<file path="config.mk">
export PLATFORM = sky130hd
export DESIGN_NAME = serial_addsub_flags
export DESIGN_NICKNAME = d
export VERILOG_FILES = /design/src/rtl/serial_addsub_flags_pkg.sv /design/src/rtl/serial_addsub_flags_fa_bit.sv /design/src/rtl/serial_addsub_flags.sv
export SDC_FILE = /design/constraint.sdc
export NUM_CORES = 1
export LEC_CHECK = 0
export BUFFER_PORTS_ARGS = -buffer_cell sky130_fd_sc_hd__clkbuf_2
export CAP_MARGIN = 20
export CORE_ASPECT_RATIO = 0.9
export CORE_MARGIN = 1
export CORE_UTILIZATION = 58
export DETAILED_ROUTE_END_ITERATION = 8
export GPL_ROUTABILITY_DRIVEN = 0
export PLACE_DENSITY = 0.79
export SYNTH_ARGS = -nofsm -noshare
export SYNTH_HDL_FRONTEND = slang
export SYNTH_SLANG_ARGS = --single-unit
</file>
<file path="constraint.sdc">
create_clock -name clk -period 2.35 [get_ports clk]
set_clock_uncertainty 0.05 [all_clocks]
set_input_delay 0.47 -clock clk [delete_from_list [all_inputs] [get_ports clk]]
set_output_delay 0.47 -clock clk [all_outputs]
set_load 0.01 [all_outputs]
</file>
<file path="src/rtl/serial_addsub_flags_pkg.sv">
// Shared definitions for the bit-serial add/subtract engine: FSM encoding and
// overflow-event counter constants.
package serial_addsub_flags_pkg;

    typedef enum logic [1:0] {
        ST_IDLE = 2'd0,
        ST_RUN  = 2'd1,
        ST_DONE = 2'd2
    } state_e;

    localparam int              OVF_CNT_W = 4;
    localparam logic [OVF_CNT_W-1:0] OVF_CNT_SAT = 4'hF;

endpackage

</file>
<file path="src/rtl/serial_addsub_flags_fa_bit.sv">
// One-bit full adder used as the serial bit cell for both the add and the
// subtract path.
module fa_bit (
    input  logic a_i,
    input  logic b_i,
    input  logic cin_i,
    output logic s_o,
    output logic cout_o
);

    assign s_o    = a_i ^ b_i ^ cin_i;
    assign cout_o = (a_i & b_i) | (a_i & cin_i) | (b_i & cin_i);

endmodule

</file>
<file path="src/rtl/serial_addsub_flags.sv">
// Bit-serial A+B / A-B engine, LSB first, one bit per clock, with carry and
// signed-overflow flags and a saturating overflow-event counter.
module serial_addsub_flags
    import serial_addsub_flags_pkg::*;
#(
    parameter int WIDTH = 4
) (
    input  logic                 clk,
    input  logic                 rst,
    input  logic                 start,
    input  logic [WIDTH-1:0]     a,
    input  logic [WIDTH-1:0]     b,
    input  logic                 clr_cnt,
    output logic                 busy,
    output logic                 done,
    output logic [WIDTH-1:0]     sum,
    output logic [WIDTH-1:0]     diff,
    output logic                 add_co,
    output logic                 add_cy,
    output logic                 sub_co,
    output logic                 sub_cy,
    output logic [OVF_CNT_W-1:0] ovf_cnt,
    output state_e               dbg_state
);

    localparam int               BW       = $clog2(WIDTH);
    localparam logic [BW-1:0]    BIT_LAST = BW'(WIDTH - 1);

    state_e                 state_q;
    logic [BW-1:0]          bitcnt_q;
    logic [WIDTH-1:0]       a_sh_q, b_sh_q, sum_sh_q, diff_sh_q;
    logic                   c_add_q, c_sub_q;
    logic                   add_cmsb_q, sub_cmsb_q;
    logic                   busy_q, done_q;
    logic [WIDTH-1:0]       sum_q, diff_q;
    logic                   add_co_q, add_cy_q, sub_co_q, sub_cy_q;
    logic [OVF_CNT_W-1:0]   ovf_cnt_q;

    logic add_s_d, add_c_d, sub_s_d, sub_c_d;
    logic add_ovf_d, sub_ovf_d;

    fa_bit u_fa_add (
        .a_i    (a_sh_q[0]),
        .b_i    (b_sh_q[0]),
        .cin_i  (c_add_q),
        .s_o    (add_s_d),
        .cout_o (add_c_d)
    );

    // Subtraction as A + ~B + 1: the +1 comes from presetting the sub carry.
    fa_bit u_fa_sub (
        .a_i    (a_sh_q[0]),
        .b_i    (~b_sh_q[0]),
        .cin_i  (c_sub_q),
        .s_o    (sub_s_d),
        .cout_o (sub_c_d)
    );

    assign add_ovf_d = c_add_q ^ add_cmsb_q;
    assign sub_ovf_d = c_sub_q ^ sub_cmsb_q;

    always_ff @(posedge clk or posedge rst) begin
        if (rst) begin
            state_q    <= ST_IDLE;
            bitcnt_q   <= '0;
            a_sh_q     <= '0;
            b_sh_q     <= '0;
            sum_sh_q   <= '0;
            diff_sh_q  <= '0;
            c_add_q    <= 1'b0;
            c_sub_q    <= 1'b0;
            add_cmsb_q <= 1'b0;
            sub_cmsb_q <= 1'b0;
            busy_q     <= 1'b0;
            done_q     <= 1'b0;
            sum_q      <= '0;
            diff_q     <= '0;
            add_co_q   <= 1'b0;
            add_cy_q   <= 1'b0;
            sub_co_q   <= 1'b0;
            sub_cy_q   <= 1'b0;
            ovf_cnt_q  <= '0;
        end else begin
            done_q <= 1'b0;
            case (state_q)
                ST_IDLE: begin
                    if (start) begin
                        a_sh_q   <= a;
                        b_sh_q   <= b;
                        c_add_q  <= 1'b0;
                        c_sub_q  <= 1'b1;
                        bitcnt_q <= '0;
                        busy_q   <= 1'b1;
                        state_q  <= ST_RUN;
                    end
                end
                ST_RUN: begin
                    a_sh_q    <= a_sh_q >> 1;
                    b_sh_q    <= b_sh_q >> 1;
                    sum_sh_q  <= {add_s_d, sum_sh_q[WIDTH-1:1]};
                    diff_sh_q <= {sub_s_d, diff_sh_q[WIDTH-1:1]};
                    c_add_q   <= add_c_d;
                    c_sub_q   <= sub_c_d;
                    bitcnt_q  <= bitcnt_q + 1'b1;
                    if (bitcnt_q == BIT_LAST) begin
                        // Carry into the MSB cell, needed for signed overflow.
                        add_cmsb_q <= c_add_q;
                        sub_cmsb_q <= c_sub_q;
                        busy_q     <= 1'b0;
                        state_q    <= ST_DONE;
                    end
                end
                ST_DONE: begin
                    done_q   <= 1'b1;
                    sum_q    <= sum_sh_q;
                    diff_q   <= diff_sh_q;
                    add_co_q <= c_add_q;
                    add_cy_q <= add_ovf_d;
                    sub_co_q <= c_sub_q;
                    sub_cy_q <= sub_ovf_d;
                    if ((add_ovf_d | sub_ovf_d) && (ovf_cnt_q != OVF_CNT_SAT)) begin
                        ovf_cnt_q <= ovf_cnt_q + 1'b1;
                    end
                    state_q <= ST_IDLE;
                end
                default: begin
                    busy_q  <= 1'b0;
                    state_q <= ST_IDLE;
                end
            endcase
            // Placed last so a clear beats a same-edge increment.
            if (clr_cnt) begin
                ovf_cnt_q <= '0;
            end
        end
    end

    assign busy      = busy_q;
    assign done      = done_q;
    assign sum       = sum_q;
    assign diff      = diff_q;
    assign add_co    = add_co_q;
    assign add_cy    = add_cy_q;
    assign sub_co    = sub_co_q;
    assign sub_cy    = sub_cy_q;
    assign ovf_cnt   = ovf_cnt_q;
    assign dbg_state = state_q;

endmodule

</file>
==> results.cfg <==
[outcome]
status = finished clean

[yosys]
synth.avg_cell_area_sq_um = 9.81
synth_seq_cells = 42
synth-async-reset-ratio = 1.00
synth_ff_type = dfrtp_1
synth_edf_count = 0
yosysWarnings = 0
synthesis.area_sq_mm = 0.00180
synth-seq-area-share = 0.585
yosysTopAreaCell = dfrtp_1
netlist_top_cells_area = dfrtp_1 (59%), nand2_1 (13%), o21ai_0 (4.7%)
synthesis.instances = 183
netlist-cell-type-count = 26
yosysTopAreaCellShare = 0.585
syn_nets = 199

[die]
start_util = 0.633
fp.dieW_um = 60.7
die_area_sq_mm = 0.00332
io_pins = 32
dieHeight_um = 54.8
core-area_sq_mm = 0.00284
row_count = 18

[setup_path]
cp-endpoint = ovf_cnt[3]
worstRegToRegCells = 5
required_ps = 2590
r2r_slack_ps = 550
critPathCaptureType = flop
r2r_start = dbg_state[1]
crit_fanout = 15
crit_arrival_ps = 2030
path_class = flop to flop
start_kind = flop
rr_endpoint = ovf_cnt[3]
crit_start = dbg_state[1]

[flow_run]
cap_violations = 0

[timing]
slew_violations = 0
tns_ps = 0
worst_hold_slack_ps = 138
max_freq_ghz = 0.557
slew_headroom = 0.592
min_period_over_period = 0.764
hold_violations = 0
setup_slack_ps = 555
rsz0062_at_grt = no
setup-violations-final = 0
finalCriticalPeriod_ps = 1800
worst_pin_slew_ps = 611

[pwr]
combPwrFrac = 0.351
intPower_uw = 1470
p_sw_frac = 0.397
ir_drop_mv = 0.658
p_clk_frac = 0.144
pwr-share-seq = 0.505
power_switching_uw = 963
power.leakage_uw = 0.00107
total_power_uw = 2430
p_per_area_mw_per_mm2 = 1190

[cts]
clock_sinks = 42
clkLatencyLatePin_ps = 360
tritoncts = yes
cts-resized-gates = 0
clockBufferDepth = 2
hold_buffers = 0
post_cts_buffers = 0
cts-root-buf = clkbuf_4
cts_buffers = 5
h-tree-depth = 2
clk_pin_slew_ps = 120

[drt]
wl_mm = 3.39
via_count = 1347
drtAntennaViolNets = 0
first_iter_violations = 71
drc = 0
drt-wirelength-per-cell_um = 13.2
avgViaCountPerCell = 5.24
dr.pass1.iters = 4

[final_layout]
diodes = 0
area_growth_pct = 13.9
nets = 232
fin_util = 0.720
drive_gt1_frac = 0.212

[global_routing]
overflow = 0
grt_usage = 0.243
grt_pass1_vias = 1227
antenna_found_initial = 0
grt_max_degree = 43
grt_pass1_wl_mm = 5.51

[placed_design]
port_buffers = 31
pre_cts_slack_ps = 578
dp_hpwl_mm = 2.41

[worst_hold_path]
hold_path_class = primary input to asynchronous set/reset pin
layer usage:
| layer | part of all wire | up-vias | track usage |
|---|---|---|---|
| met1 | 0.42 | 634 | 0.302 |
| met2 | 0.50 | 41 | 0.386 |
| met5 | 0 | - | 0 |
| met3 | 0.066 | 8 | 0.0638 |
| li1 | - | 664 | - |
| met4 | 0.017 | 0 | 0.140 |
Yosys cell counts (2+ instances only):
| cell type | instances |
|---|---|
| a21oi_1 | 7 |
| a22oi_1 | 7 |
| a2bb2oi_1 | 2 |
| buf_2 | 2 |
| clkbuf_1 | 5 |
| dfrtp_1 | 42 |
| fa_1 | 2 |
| ha_1 | 2 |
| inv_1 | 6 |
| inv_2 | 2 |
| nand2_1 | 61 |
| nand3_1 | 2 |
| nor2_1 | 6 |
| nor2b_1 | 7 |
| o21ai_0 | 17 |
| xor2_1 | 2 |
| xor2_2 | 2 |
critical path: stages (launching register included):
cell and delay (ps):
dfrtp_1 620, nand2_1 160, inv_2 210, o211ai_2 170
or3_1 380, a21oi_1 150
worst min path at each step:
stage | startpoint | endpoint | slack, ps | depth (start not counted)
final | rst | sum[3] | 140 | 3
after global routing | rst | sum[2] | 200 | 3
after CTS | rst | done | 150 | 3
after detailed placement | add_cy | add_cy | 410 | 2
after global placement | sum[1] | sum[1] | 410 | 2
after floorplan | diff_sh_q[0] | diff[0] | 390 | 2
registers in the layout, summed over array words and instances, names as in the netlist:
register / cells
sub_cmsb_q: 1
add_cy: 1
bitcnt_q: 2
busy: 1
diff: 4
sum_sh_q: 4
done: 1
add_co: 1
a_sh_q: 4
dbg_state: 2
add_cmsb_q: 1
sum: 4
b_sh_q: 4
c_add_q: 1
sub_co: 1
diff_sh_q: 4
ovf_cnt: 4
c_sub_q: 1
sub_cy: 1
kinds of logic (layout without fill, tap and decap cells):
| logic type | Yosys count | after routing | share of synthesized area |
|---|---|---|---|
| AOI/OAI and AO/OA | 38 | 38 | 0.132 |
| xor gates and xnor gates | 4 | 4 | 0.0279 |
| adders and majority gates | 4 | 4 | 0.0362 |
| buffers and inverters | 16 | 50 | 0.0355 |
| DFF | 42 | 42 | 0.585 |
| muxes | 1 | 1 | 0.00558 |
| and+or+nand+nor | 78 | 78 | 0.177 |
cell usage in the layout, fill, tap and decap left out, types with 2 or more instances in the layout:
cell type,n
a21oi_1,7
a22oi_1,7
a2bb2oi_1,2
buf_4,3
clkbuf_2,31
clkbuf_4,5
dfrtp_1,42
fa_1,2
ha_1,2
inv_1,6
inv_2,2
nand2_1,61
nand3_1,2
nor2_1,6
nor2b_1,7
o21ai_0,17
xor2_1,2
xor2_2,2
final cells by class:
class	instances	area, sq um
clock inverter	2	13.8
clock buffer	6	41.3
sequential	42	1050
fill	222	793
timing repair buffer	34	178
multi-input combinational	125	681
inverter	8	30.0
tap	40	50.0
power by group through the flow:
stage | Sequential (uW) | Clock [uW] | Combinational (uW)
finish | 1230 | 349 | 852
global route | 1270 | 380 | 999
CTS | 1230 | 357 | 863
detailed placement | 1240 | 0 | 859
global placement | 1220 | 0 | 823
floorplan | 1230 | 0 | 577
stage by stage:
stage | std cells | area [sq um]
floorplan | 183 | 1800
global placement | 249 | 1990
detailed placement | 249 | 1990
CTS | 257 | 2040
global route | 257 | 2040
finish | 257 | 2040
No activity file was read; power rests on OpenSTA's default activity.
